--- config.mk ---
export PLATFORM = sky130hd
export DESIGN_NAME = cuart_baud_gen
export DESIGN_NICKNAME = d
export VERILOG_FILES = /design/src/rtl/cuart_baud_gen.sv
export SDC_FILE = /design/constraint.sdc
export NUM_CORES = 1
export LEC_CHECK = 0
export CELL_PAD_IN_SITES_DETAIL_PLACEMENT = 0
export CELL_PAD_IN_SITES_GLOBAL_PLACEMENT = 2
export CORE_ASPECT_RATIO = 1.1
export CORE_UTILIZATION = 31
export CTS_CLUSTER_DIAMETER = 80
export DETAILED_ROUTE_END_ITERATION = 8
export GPL_TIMING_DRIVEN = 0
export PLACE_DENSITY = 0.82
export SETUP_SLACK_MARGIN = 0.15
export SLEW_MARGIN = 5
export SYNTH_ARGS = -nofsm -noshare
export SYNTH_HDL_FRONTEND = slang
export SYNTH_SLANG_ARGS = --single-unit
--- constraint.sdc ---
create_clock -name CLK -period 2.5 [get_ports CLK]
set_clock_uncertainty 0.1 [all_clocks]
set_input_delay 0.25 -clock CLK [delete_from_list [all_inputs] [get_ports CLK]]
set_output_delay 0.25 -clock CLK [all_outputs]
set_load 0.01 [all_outputs]
--- src/rtl/cuart_baud_gen.sv ---
// Baud-rate tick generator: 16x-oversample strobe (baud_clock) and 1x bit strobe (xmit_pulse).
// Define CUART_BAUD_FRACTION_EN to compile in the fractional-divisor period stretch.
module cuart_baud_gen #(
    parameter int BAUD_W = 13,
    parameter int OVS_W  = 4
) (
    input  logic              CLK,
    input  logic              RESET_N,
    input  logic              sync_clr,
    input  logic [BAUD_W-1:0] baud_val,
    input  logic [2:0]        baud_val_fraction,
    output logic              baud_clock,
    output logic              xmit_pulse
);

    logic [BAUD_W-1:0] cntr;
    logic [OVS_W-1:0]  ovs;
    logic              hold;
    logic              tick;

`ifdef CUART_BAUD_FRACTION_EN
    logic [2:0] acc;
    logic [3:0] acc_sum;

    // The carry out of the eighths accumulator marks a period that gets one extra cycle.
    assign acc_sum = {1'b0, acc} + {1'b0, baud_val_fraction};

    always_ff @(posedge CLK or negedge RESET_N) begin
        if (!RESET_N) begin
            acc  <= '0;
            hold <= 1'b0;
        end else if (sync_clr) begin
            acc  <= '0;
            hold <= 1'b0;
        end else if (tick) begin
            acc  <= acc_sum[2:0];
            hold <= acc_sum[3];
        end else if (cntr == '0) begin
            hold <= 1'b0;
        end
    end
`else
    logic unused_fraction;

    assign hold            = 1'b0;
    assign unused_fraction = ^baud_val_fraction;
`endif

    assign tick = (cntr == '0) && !hold;

    // Divisor and fraction are only sampled at a reload, so a period in progress is never cut short.
    always_ff @(posedge CLK or negedge RESET_N) begin
        if (!RESET_N) begin
            cntr       <= '0;
            ovs        <= '0;
            baud_clock <= 1'b0;
            xmit_pulse <= 1'b0;
        end else if (sync_clr) begin
            cntr       <= '0;
            ovs        <= '0;
            baud_clock <= 1'b0;
            xmit_pulse <= 1'b0;
        end else if (tick) begin
            cntr       <= baud_val;
            ovs        <= ovs + 1'b1;
            baud_clock <= 1'b1;
            xmit_pulse <= (ovs == '1);
        end else begin
            if (cntr != '0) begin
                cntr <= cntr - 1'b1;
            end
            baud_clock <= 1'b0;
            xmit_pulse <= 1'b0;
        end
    end

endmodule

# After elaboration in Yosys (flattened, before gate mapping)
# Index checks and enable logic that the tools add are counted.
[classes]
n_reduce_logical = 4
mux = 9
eq_ne = 1
addsub = 2
[op_table]
columns = ["op", "count"]
rows = [
  ["two-way mux 13 bit", 3],
  ["zero test 13 bit", 1],
  ["nonzero test 13 bit", 1],
  ["subtractor 13 x 1 -> 13 bit, second input constant", 1],
  ["two-way mux 4 bit", 2],
  ["adder 4 x 1 -> 4 bit, second input constant", 1],
  ["== test 4 bit, second input constant", 1],
  ["two-way mux 1 bit", 4],
  ["nonzero test 3 bit", 1],
  ["nonzero test 2 bit", 1],
]
[word_totals]
out_inout_bits = 2
elab_cells = 20
in_bits = 19
register_bits = 19

# Longest topological paths before layout
# Gate-level depths: netlist of the first run.
[logic_depth]
depth_word = 4
depth_mapped = 8

# Worst setup path before layout of the first run
# Ideal clock, no wire load.
[synth_path]
path_type = "reg-to-reg"
from = "reg cntr[0]"
to = "reg cntr[10]"
path_stages_with_launch = 7
path_slack_ns = 0.681
arrival_time_ns = 1.632
required_ns = 2.313
path_cell_list = "dfrtp_1 -> inv_1 -> ha_1 -> or4b_4 -> nor3b_2 -> xnor2_1 -> a211oi_2"
[synth_between]
elab_chain_len = 4
elab_cells_between_ends = 7
classes_between = "add/sub: 1; mux: 3; reduce/logical: 3"
[synth_rtl]
columns = ["element", "line", "text"]
rows = [
  ["from (decl)", "16", "logic [BAUD_W-1:0] cntr;"],
  ["from (signal assigned)", "64", "cntr <= baud_val;"],
  ["from (signal assigned)", "70", "cntr <= cntr - 1'b1;"],
  ["subtractor 13 x 1 -> 13 bit", "70", ""],
  ["two-way mux 13 bit", "69", "if (cntr != '0) begin"],
  ["two-way mux 13 bit", "63", "end else if (tick) begin"],
  ["two-way mux 13 bit", "58", "end else if (sync_clr) begin"],
]
# Several ways; a longest one is shown, not always the timed one. The select of a mux whose other input is x is not followed.
# A chain may end at the register's enable or synchronous reset.

# Worst setup path in the final report of the first run
# Same ends and word-level chain as after synthesis.

==> impl_metrics.csv, run 1 <==
group,metric,value,unit
outcome,status,"finished, final reports clean",
synthesis,synth-adder-area-share,3.69,%
synthesis,post_synth_xor_area_fraction,8.62,%
synthesis,synth_simple_gate_area_share,22.0,%
drt,vias_per_cell,5.14,
synthesis,synth.top_cells.by_area,"dfrtp_1, nor2_1, a211oi_1",
hold_path,worstHoldEndpoint,"baud_clock$_DFF_PN0_",
sta,fmaxAchievable,500,MHz
floorplan,dieArea,0.00351,mm2
critical_path,timing.rr.start,"cntr[0]$_DFFE_PN0P_",
floorplan,die_w,56.6,um
grt,initial_antenna_violation_count,0,
grt,grt_first_pass_wirelength,3610,um
clock_tree,postcts_setup_bufs,0,
synthesis,postSynth.asyncResetShare,100,%
clock_tree,cts_tree,"yes",
sta,final-max-slew-violation-count,0,
critical_path,critPathRequiredTime,2620,ps
clock_tree,clk_path_buf_depth,2,
synthesis,synth_nets,122,
final_layout,finalCoreUtilization,40.5,%
sta,rsz0062_at_grt,"false",
clock_tree,clk_pin_slew,120,ps
synthesis,ys_types,29,
drt,wl_per_cell,13.9,um
clock_tree,insertion_delay,310,ps
clock_tree,numCtsBuffers,3,
grt,gr-total-overflow,0,
critical_path,crit_fanout,4,
sta,worst_path_setup_slack_after_routing,499,ps
synthesis,synth_top_flop_cell,"dfrtp_1",
floorplan,num_io_pins,21,
synthesis,main_combinational_cell_family_by_area_after_synthesis,"simple AND/OR/NAND/NOR gates",
final_layout,drive_gt1_share,11.7,%
floorplan,coreArea,0.00307,mm2
sta,final.min_clock_period,2000,ps
drt,drcViolationCount,0,
critical_path,arrival,2120,ps
final_layout,antennaDiodeCount,0,
critical_path,endpoint_kind,"flip-flop",
sta,final.setup.tns,0,ps
synthesis,ys_top_cells_by_count,"dfrtp_1, nor2_1, a211oi_1",
synthesis,fraction_of_the_mapped_netlist_area_in_compound_gates,13.7,%
power,vdd_drop_max,0.451,mV
hold_path,whs_path_depth,2,
synthesis,synth_top_area_share,46.8,%
clock_tree,tritoncts_num_sinks,19,
critical_path,worst_r2r_endpoint,"cntr[10]$_DFFE_PN0P_",
critical_path,rrSetupSlack,500,ps
synthesis,number_of_enable_flip_flop_cells_after_synthesis,0,
drt,drt-pass1-iter-count,4,
critical_path,reg2regPathDepth,6,
final_layout,p_r_area_growth_vs_syn,22.7,%
power,leakagePower,0.526,nW
final_layout,nNetsFinal,143,
grt,first_global_vias,805,
sta,worstMarginPinSlew,866,ps
drt,dr.first_iter.drc_count,13,
critical_path,timing_worst_setup_path_type,"flip-flop to flip-flop",
sta,period_share,80.1,%
clock_tree,post_cts_hold_buffer_count,0,
floorplan,floorplan_row_count,21,
synthesis,postSynthCellCount,100,
placement,portBuffers,16,
grt,total_global_routing_track_utilization,13.8,%
power,p_per_area,1080,mW/mm2
floorplan,dieHeight,62.0,um
clock_tree,htreeDepth,1,
synthesis,multiplexer_share_of_the_synthesized_area,0.985,%
synthesis,postSynthRegisterBits,19,
floorplan,initial_utilization,33.0,%
synthesis,synth_sequential_area_ratio,46.8,%
synthesis,syn_avg_cell_area,10.2,um2
run,max_cap_violations,0,
synthesis,synth-warning-count,0,
sta,worst_max_slew_margin_expressed_relative_to_the_limit,42.1,%
grt,grt_max_degree,20,
sta,setup_viol,0,
critical_path,startpoint_type,"flip-flop",
clock_tree,cts-resized-gates,0,
synthesis,synth_top_cell_by_area,"dfrtp_1",
sta,hold_viol,0,
hold_path,hold_start,"sync_clr",
placement,detailedPlace.worstSlack,522,ps
hold_path,min-delay-path-class,"input pin to flip-flop",
placement,gp_congestion,0.744,
synthesis,syn_area,0.00102,mm2
drt,final_routed_wirelength_across_all_metal_layers,2140,um
drt,drt.antenna.violating_nets,0,
drt,vias,791,
clock_tree,clk_root_buffer_cell,"clkbuf_4",
placement,dp_hpwl,1490,um
==> power by group <==
group / switching (mW) / internal, mW
clock network: 0.102 / 0.0597
logic: 0.346 / 0.328
registers: 0.104 / 0.407
total: 0.553 / 0.794
==> critical path: stages (launching register included) <==
cell and delay (ps):
dfrtp_1 430, inv_1 90, ha_1 220, or4b_4 530
nor3b_2 220, xnor2_1 100, a211oi_2 220
==> cell usage in the layout (no fill, tap or decap), drive strengths merged, types with 2 or more instances in the layout <==
master         count
nor2              19
dfrtp             19
clkdlybuf4s50     16
a211oi            11
clkbuf             6
xor2               5
xnor2              5
inv                4
o21ai              3
a21oi              3
nand3              3
ha                 3
nor3               3
nor4               2
nand4              2
or3                2
nand2              2
nor3b              2
buf                2
==> logic make-up after synthesis <==
logic type	Yosys count
xor+xnor	10
simple gates	39
mux	1
fa+ha+maj	3
buf+inv	9
compound gates	19
flops	19
==> worst max-delay path by stage <==
stage                         from              endpoint  cells past startpoint
2_1_floorplan  cntr[0]$_DFFE_PN0P_  cntr[10]$_DFFE_PN0P_                      6
3_3_place_gp   cntr[0]$_DFFE_PN0P_  cntr[10]$_DFFE_PN0P_                      6
3_5_place_dp   cntr[0]$_DFFE_PN0P_  cntr[10]$_DFFE_PN0P_                      6
4_1_cts        cntr[0]$_DFFE_PN0P_  cntr[10]$_DFFE_PN0P_                      6
5_1_grt        cntr[0]$_DFFE_PN0P_   cntr[8]$_DFFE_PN0P_                      6
6_report       cntr[0]$_DFFE_PN0P_  cntr[10]$_DFFE_PN0P_                      6
==> registers in the layout, summed over array words and instances (netlist names) <==
| register | count |
|---|---|
| xmit_pulse | 1 |
| cntr | 13 |
| ovs | 4 |
| baud_clock | 1 |
==> metal layers <==
layer	vias up	GRT usage [%]	wire, um
met5	-	0	0
met4	0	9.06	33
met3	4	2.28	91
met2	15	24.5	1000
met1	375	15.8	1010
li1	397	-	-
==> layout make-up <==
cell class                 count  area (um2)
sequential                    19         475
timing repair buffer          16         160
clock buffer                   3        22.5
inverter                       4        15.0
multi-input combinational     72         498
clock inverter                 1        5.00
fill                         320        1830
tap                           34        42.5
buffer                         5        27.5
==> through the flow <==
step	area [um2]	hold slack, ps	total power [mW]	cells
2_1_floorplan	1020	-146	1.04	100
3_3_place_gp	1220	381	1.19	150
3_5_place_dp	1220	386	1.20	150
4_1_cts	1250	276	1.37	154
5_1_grt	1250	297	1.47	154
6_report	1250	286	1.35	154
No activity file was read; power rests on OpenSTA's default activity.
==> run 2: changes to the inputs <==
clock period = 1.9 ns   (was 2.5 ns; I/O delays follow)
==> run 2 against run 1 <==
Net effect:
- core utilization increased by 7.3 points
- sequential cell count unchanged
- die area unchanged
- clock power increased by 28%
- critical endpoint unchanged
- setup slack got worse by 460 ps
- critical path depth unchanged
- total power increased by 64%
- sequential share of layout area decreased by 5.8 points
- register-to-register slack got worse by 460 ps
- sequential power increased by 38%
- worst hold slack got worse by 68 ps
==> impl_metrics.csv, run 2 (synthesis gave the netlist of run 1 again) <==
group,metric,value,unit
grt,total_global_routing_track_utilization,14.7,%
sta,final.setup.tns,0,ps
run,max_cap_violations,0,
critical_path,rrSetupSlack,40,ps
sta,final.min_clock_period,1860,ps
critical_path,endpoint_kind,"flip-flop",
sta,final-max-slew-violation-count,0,
placement,portBuffers,16,
floorplan,floorplan_row_count,21,
clock_tree,clk_path_buf_depth,2,
sta,worstMarginPinSlew,843,ps
drt,dr.first_iter.drc_count,10,
final_layout,layout.filler_cells,310,
clock_tree,cts_tree,"yes",
drt,drt.antenna.violating_nets,0,
drt,final_routed_wirelength_across_all_metal_layers,2280,um
final_layout,top_regs,"cntr: 13 flops, ovs: 4 flops",
clock_tree,htreeDepth,1,
drt,drcViolationCount,0,
critical_path,timing_worst_setup_path_type,"flip-flop to flip-flop",
sta,period_share,98.1,%
final_layout,layout.cells.most_common_list,"dfrtp_1, clkdlybuf4s50_1, nor2_1, buf_4, a211oi_1",
placement,gp_congestion,0.707,
sta,fmaxAchievable,536,MHz
outcome,status,"finished, final reports clean",
clock_tree,clk_root_buffer_cell,"clkbuf_4",
placement,dp_hpwl,1490,um
critical_path,startpoint_type,"flip-flop",
critical_path,worst_r2r_endpoint,"cntr[10]$_DFFE_PN0P_",
final_layout,largest_register_ff_count,13,
floorplan,num_io_pins,21,
final_layout,antennaDiodeCount,0,
critical_path,crit_fanout,4,
grt,initial_antenna_violation_count,0,
grt,grt_max_degree,20,
grt,gr-total-overflow,0,
clock_tree,post_cts_hold_buffer_count,0,
sta,worst_max_slew_margin_expressed_relative_to_the_limit,43.6,%
critical_path,critPathRequiredTime,2010,ps
hold_path,min-delay-path-class,"input pin to flip-flop",
final_layout,top_register,"cntr",
clock_tree,insertion_delay,300,ps
clock_tree,clk_pin_slew,110,ps
floorplan,dieHeight,62.0,um
critical_path,reg2regPathDepth,6,
final_layout,drive_gt1_share,30.1,%
final_layout,mostFrequentLayoutCell,"dfrtp_1",
power,p_per_area,1500,mW/mm2
sta,rsz0062_at_grt,"true",
critical_path,crit_end,"cntr[10]$_DFFE_PN0P_",
power,leakagePower,0.612,nW
clock_tree,numCtsBuffers,3,
critical_path,arrival,1980,ps
critical_path,crit_start,"cntr[1]$_DFFE_PN0P_",
clock_tree,tritoncts_num_sinks,19,
final_layout,p_r_area_growth_vs_syn,44.7,%
power,vdd_drop_max,0.880,mV
floorplan,coreArea,0.00307,mm2
grt,first_global_vias,804,
drt,vias,846,
power,report.power.total,2.21,mW
drt,wl_per_cell,13.6,um
drt,drt-pass1-iter-count,4,
floorplan,initial_utilization,33.0,%
grt,grt_first_pass_wirelength,3810,um
drt,vias_per_cell,5.07,
critical_path,timing.rr.start,"cntr[1]$_DFFE_PN0P_",
floorplan,dieArea,0.00351,mm2
floorplan,die_w,56.6,um
final_layout,nNetsFinal,156,
sta,hold_viol,0,
sta,setup_viol,0,
## run 2: worst max-delay path, stage by stage (launching register included)
cell and delay [ps]:
dfrtp_1 420, inv_2 100, ha_4 130, or4b_4 500
nor3b_2 200, xnor2_1 100, a211oi_2 210
## run 2: what timing repair did
action / 4_1_cts / 5_1_grt
gates resized for setup: 10 / 23
hold endpoints to repair: 0 / 0
buffers inserted: 9 / 4
pin swaps: 8 / 6
endpoints found under the setup margin: 17 / 19
## run 2: power by group
group / total, mW / switching (mW) / internal [mW] / leakage [nW]
logic: 1.30 / 0.569 / 0.731 / 0.342
clock network: 0.207 / 0.125 / 0.0818 / 0.0150
registers: 0.705 / 0.171 / 0.534 / 0.255
total: 2.21 / 0.865 / 1.35 / 0.612
## run 2: metrics by stage
stage / utilization [%] / area [um2] / worst slack, ps / hold slack (ps) / std cells
after floorplan: - / 1030 / 109 / -206 / 100
after global placement: 40.0 / 1230 / -9.82 / 381 / 150
after detailed placement: 40.0 / 1230 / -78.6 / 390 / 150
after CTS: 44.3 / 1360 / 39.8 / 212 / 163
after global routing: 47.8 / 1470 / -33.5 / 235 / 167
final: 47.8 / 1470 / 35.8 / 218 / 167
## run 2: routing by layer
metal  global-route usage [%]  vias up  wire length [um]  part of all wire [%]
met5                        0        -                 0                     0
met4                     6.27        0                40                   1.8
met3                     4.97        4               119                   5.2
met2                     23.9       17              1070                    47
met1                     18.2      406              1050                    46
li1                         -      419                 -                     -
## run 2: area by class of cell
class                           count  area (um2)  area share (%)
Clock buffer                        4        26.3            1.79
Buffer                              5        41.3            2.81
Sequential cell                    19         475            32.3
Inverter                            4        15.0            1.02
Tap cell                           34        42.5            2.89
Timing Repair Buffer               29         277            18.8
Multi-Input combinational cell     72         593            40.3
## run 2: worst min-delay path by stage
stage                         startpoint              endpoint  slack (ps)  cells past startpoint
floorplan                        RESET_N  baud_clock$_DFF_PN0_        -210                      0
global placement    cntr[12]$_DFFE_PN0P_  cntr[12]$_DFFE_PN0P_         380                      1
detailed placement  cntr[12]$_DFFE_PN0P_  cntr[12]$_DFFE_PN0P_         390                      1
CTS                             sync_clr  baud_clock$_DFF_PN0_         210                      2
global route                    sync_clr  baud_clock$_DFF_PN0_         230                      2
finish                          sync_clr  baud_clock$_DFF_PN0_         220                      2
